==> config.mk <==
export PLATFORM = sky130hd
export DESIGN_NAME = dm_access_sequencer
export DESIGN_NICKNAME = d
export VERILOG_FILES = /design/src/rtl/dm_access_sequencer.sv
export SDC_FILE = /design/constraint.sdc
export NUM_CORES = 1
export LEC_CHECK = 0
export ABC_AREA = 1
export ABC_CLOCK_PERIOD_IN_PS = 7200
export CORE_MARGIN = 5
export CORE_UTILIZATION = 40
export CTS_BUF_LIST = sky130_fd_sc_hd__clkbuf_4
export DETAILED_ROUTE_END_ITERATION = 8
export PLACE_DENSITY = 0.72
export SYNTH_ARGS = -nofsm -noshare
export SYNTH_HDL_FRONTEND = slang
export SYNTH_SLANG_ARGS = --single-unit
==> constraint.sdc <==
create_clock -name clk -period 7.2 [get_ports clk]
set_input_delay 1.44 -clock clk [delete_from_list [all_inputs] [get_ports clk]]
set_output_delay 1.44 -clock clk [all_outputs]
set_load 0.05 [all_outputs]
==> src/rtl/dm_access_sequencer.sv <==
// Data-memory access sequencer: maps byte-addressed loads/stores onto a word-only synchronous RAM,
// using read-modify-write for sub-word stores and sign/zero extension for sub-word loads.
module dm_access_sequencer #(
  parameter int ADDR_WIDTH = 10
) (
  input  logic                  clk,
  input  logic                  rst,
  input  logic                  req,
  input  logic [2:0]            op,
  input  logic                  we,
  input  logic [31:0]           addr,
  input  logic [31:0]           wdata,
  output logic [31:0]           rdata,
  output logic                  stall,
  output logic                  misalign,
  output logic [ADDR_WIDTH-1:0] ram_addr,
  output logic                  ram_we,
  output logic [31:0]           ram_wdata,
  input  logic [31:0]           ram_rdata
);

  // Access codes mirror the core's DM_OP encoding.
  localparam logic [2:0] OP_WD = 3'd0;
  localparam logic [2:0] OP_SB = 3'd1;
  localparam logic [2:0] OP_SH = 3'd2;
  localparam logic [2:0] OP_UB = 3'd3;
  localparam logic [2:0] OP_UH = 3'd4;

  typedef enum logic [1:0] {IDLE = 2'd0, LOAD = 2'd1, RMW = 2'd2} state_t;

  state_t                state_q, state_d;
  logic [2:0]            op_q, op_d;
  logic [1:0]            off_q, off_d;
  logic [ADDR_WIDTH-1:0] waddr_q, waddr_d;
  logic [31:0]           wdata_q, wdata_d;
  logic [31:0]           rdata_q, rdata_d;
  logic                  mis_s;
  logic [31:0]           load_val_s;
  logic [31:0]           merge_val_s;

  function automatic logic [31:0] extend_lane(input logic [2:0] o, input logic [1:0] off,
                                              input logic [31:0] w);
    logic [7:0]  b;
    logic [15:0] h;
    b = w[8*off +: 8];
    h = off[1] ? w[31:16] : w[15:0];
    case (o)
      OP_SB:   extend_lane = {{24{b[7]}}, b};
      OP_UB:   extend_lane = {24'd0, b};
      OP_SH:   extend_lane = {{16{h[15]}}, h};
      OP_UH:   extend_lane = {16'd0, h};
      default: extend_lane = w;
    endcase
  endfunction

  function automatic logic [31:0] merge_lane(input logic [2:0] o, input logic [1:0] off,
                                             input logic [31:0] old, input logic [31:0] nw);
    logic [31:0] m;
    m = old;
    case (o)
      OP_SB, OP_UB: m[8*off +: 8] = nw[7:0];
      OP_SH, OP_UH: m[16*off[1] +: 16] = nw[15:0];
      default:      m = old;
    endcase
    return m;
  endfunction

  always_comb begin
    case (op)
      OP_WD:        mis_s = (addr[1:0] != 2'd0);
      OP_SH, OP_UH: mis_s = addr[0];
      default:      mis_s = 1'b0;
    endcase
  end

  assign load_val_s  = extend_lane(op_q, off_q, ram_rdata);
  assign merge_val_s = merge_lane(op_q, off_q, ram_rdata, wdata_q);

  always_ff @(posedge clk or posedge rst) begin
    if (rst) begin
      state_q <= IDLE;
      op_q    <= 3'd0;
      off_q   <= 2'd0;
      waddr_q <= '0;
      wdata_q <= 32'd0;
      rdata_q <= 32'd0;
    end else begin
      state_q <= state_d;
      op_q    <= op_d;
      off_q   <= off_d;
      waddr_q <= waddr_d;
      wdata_q <= wdata_d;
      rdata_q <= rdata_d;
    end
  end

  always_comb begin
    state_d = state_q;
    op_d    = op_q;
    off_d   = off_q;
    waddr_d = waddr_q;
    wdata_d = wdata_q;
    rdata_d = rdata_q;
    case (state_q)
      IDLE: begin
        if (req && !mis_s && (!we || op != OP_WD)) begin
          op_d    = op;
          off_d   = addr[1:0];
          waddr_d = addr[ADDR_WIDTH+1:2];
          wdata_d = wdata;
          state_d = we ? RMW : LOAD;
        end else begin
          state_d = IDLE;
        end
      end
      LOAD: begin
        rdata_d = load_val_s;
        state_d = IDLE;
      end
      RMW:     state_d = IDLE;
      default: state_d = IDLE;
    endcase
  end

  // Outputs are forced to their idle values while rst is high so an interrupted RMW never writes.
  always_comb begin
    stall     = 1'b0;
    misalign  = 1'b0;
    ram_we    = 1'b0;
    ram_wdata = 32'd0;
    ram_addr  = addr[ADDR_WIDTH+1:2];
    rdata     = rdata_q;
    case (state_q)
      IDLE: begin
        if (req) begin
          if (mis_s) begin
            misalign = 1'b1;
          end else if (we && op == OP_WD) begin
            ram_we    = 1'b1;
            ram_wdata = wdata;
          end else begin
            stall = 1'b1;
          end
        end else begin
          stall = 1'b0;
        end
      end
      LOAD: begin
        ram_addr = waddr_q;
        rdata    = load_val_s;
      end
      RMW: begin
        ram_addr  = waddr_q;
        ram_we    = 1'b1;
        ram_wdata = merge_val_s;
      end
      default: ram_addr = waddr_q;
    endcase
    if (rst) begin
      stall     = 1'b0;
      misalign  = 1'b0;
      ram_we    = 1'b0;
      ram_wdata = 32'd0;
      ram_addr  = '0;
      rdata     = 32'd0;
    end else begin
      rdata = rdata;
    end
  end

endmodule

==> impl_metrics.ini <==
[grt]
grt_first_pass_wirelength_um = 34000
grt_max_degree = 82
grt.overflow.total = 0
grtUsageTotal = 0.256
grt_pass1_vias = 6404
antenna_found_initial = 1

[clocking]
clockRootBuffer = clkbuf_4
cts_tree = done
cts_hold_buf = 0
cts_made_buffers = 9
post_cts_buffers = 0
cts.path.max_buffers = 2
cts.clk_slew.worst_paths_ns = 0.11
clock_latency_ns = 0.46
numClockSinks = 65
cts_resized = 0
htreeDepth = 3

[cells_and_area]
drive_above_1_share = 0.0576
syn_to_final_growth_pct = 29.3
fin_area_um2 = 7460
fin_util = 0.533
layout.cells.non_filler = 1294
nets = 1215

[sta]
hold_violations = 0
timing.fmax_ghz = 0.177
fin_crit_sh = 0.786
period_needed_ns = 5.66
maxSlewHeadroom = 0.243
setup_violations = 0
fin_hold_ws_ns = 0.485
rsz0062_at_grt = false
setup_slack_ns = 1.54
slew_violations = 0
fin_setup_tns_ns = 0
finalClockSkew_ns = 0.0217
worst_pin_slew_ns = 1.13

[floorplan]
start_util = 0.412
num_io_pins = 180
chipHeight_um = 130
die_w_um = 130
rows = 43
fp.coreArea_um2 = 14000
die_area_um2 = 16900

[drt]
dr.pass1.iters = 5
routed-via-count = 6938
routed_via_density = 5.36
wl_um = 21800
remaining_drc_errors = 0
wl_per_cell_um = 16.8
first_iter_violations = 747
drtAntennaViolNets = 0

[critical_path]
worstSetupPathType = reg -> out
cp-startpoint = off_q[0]$_DFFE_PP0P_
cp_common_cell = nor2_1
cp_data_required_time_ns = 5.76
cp_data_arrival_time_ns = 4.22
end_kind = output port
slowest_delay_ns = 0.82
cp_top_family = buffers and inverters
slowest_stage = clkdlybuf4s50_1
cp_max_fo = 21
worst-path-buf-inv = 3
cp-start-kind = flop
reg2reg_from = state_q[1]$_DFF_PP0_
path_cells = inv_1 > ha_1 > inv_1 > nor2_1 > nand2_1 > nor2_1 > nor2_1 > nand3_1 > nand2_1 > a21oi_1 > clkdlybuf4s50_1

[logic_synthesis]
ys_warn_count = 0
synth_common_cells = nand2_1, nor2_1, nand3_1
synth-simple-area-share = 0.464
synth_xor_area_frac = 0
syn_nets = 1105
synth-compound-area-share = 0.145
synth.most_common_cell = nand2_1
synth-seq-cells = 65
yosysSeqAreaShare = 0.282
syn_inst = 997
synth_top_cell_area_share = 0.282
async_flop_share = 1.00
ys_types = 25
synth_area_um2 = 5770
synth_top_family_by_area = simple AND/OR/NAND/NOR gates
synth_top_area_cell = dfrtp_1
synthTopCellsByArea = dfrtp_1, nand2_1, nor2_1
synth_ff_type = dfrtp_1
syn_avg_cell_area_um2 = 5.78
synth_edf_count = 0
synthAdderAreaFrac = 0.0109
muxShareOfSynthArea = 0

[place]
placedCellCount = 1276
gp_congestion = 0.948
dp_hpwl_um = 15400
placed_cell_area_um2 = 7340
pre_cts_ws_ns = 1.67
io_buffers = 159

[pwr]
p_int_uw = 898
p_seq_frac = 0.275
power_frac_clock = 0.119
p_total_mw = 1.86
p_switching_uw = 965
peakVddDrop_mv = 0.122
swShare = 0.518
power.leakage_nw = 3.28
pwr-share-comb = 0.606
p_per_area_nw_per_um2 = 250

[run_status]
status = finished clean

[min_path]
hp-start = rdata_q[5]$_DFF_PP0_
hold_path_class = reg -> reg

[flow_run]
maxCapViolCount = 0
## cell type report
class	instances	area [um2]
Timing Repair Buffer	168	1650
Inverter	70	265
Clock buffer	12	90.1
Tap cell	180	225
Sequential cell	65	1630
Multi-Input combinational cell	793	3570
Fill cell	1478	6530
Antenna cell	2	5.00
Clock inverter	4	20.0
## flip-flops by register name, summed over array words and instances (netlist names)
name,cells
rdata_q,32
wdata_q,16
waddr_q,10
op_q,3
off_q,2
state_q,2
## layout by cell type, fill, tap and decap left out, types with 9 or more instances in the layout
master	count
buf_4	9
clkbuf_4	12
nand2_1	328
inv_1	64
nand2_2	12
nand4_1	36
nor2_1	147
a21oi_1	75
dfrtp_1	65
clkdlybuf4s50_1	158
a21oi_2	10
o21ai_0	74
nand3_1	93
## tightest hold or removal path, delay by kind of cell, from the launching register on
kind             cells  cell delay, ns
AND/OR/NAND/NOR      2            0.12
flip-flops           1            0.34
## path summary, 6_finish.rpt
path,to,slack (ns),depth (start not counted)
max,ram_wdata[19],1.54,11
min,rdata_q[5]$_DFF_PP0_,0.49,2
max reg2reg,off_q[0]$_DFFE_PP0P_,4.37,9
min reg2reg,rdata_q[5]$_DFF_PP0_,0.49,2
max in group asynchronous,rdata_q[10]$_DFF_PP0_,4.77,4
min in group asynchronous,waddr_q[1]$_DFFE_PP0P_,1.36,3
## power by group through the flow
stage,sequential [mW],clock [mW],combinational [mW]
6_report,0.512,0.222,1.13
3_3_place_gp,0.515,0,1.11
5_1_grt,0.521,0.247,1.23
4_1_cts,0.511,0.227,1.12
3_5_place_dp,0.519,0,1.12
2_1_floorplan,0.504,0,0.809
## per-layer routing
metal | vias to the layer above | track usage | routed length, um
met5 | - | 0 | 0
met4 | 0 | 0.0648 | 448
met3 | 34 | 0.0610 | 2000
met2 | 317 | 0.389 | 9720
met1 | 3144 | 0.366 | 9610
li1 | 3443 | - | -
## kinds of logic (layout without fill, tap and decap cells)
family / after synthesis / count (layout)
AO/OA/AOI/OAI: 159 / 159
adder cells (fa/ha/maj): 5 / 5
buffers and inverters: 139 / 254
flip-flops: 65 / 65
other: 0 / 2
AND/OR/NAND/NOR: 629 / 629
Power figures use the tool's default switching activity.
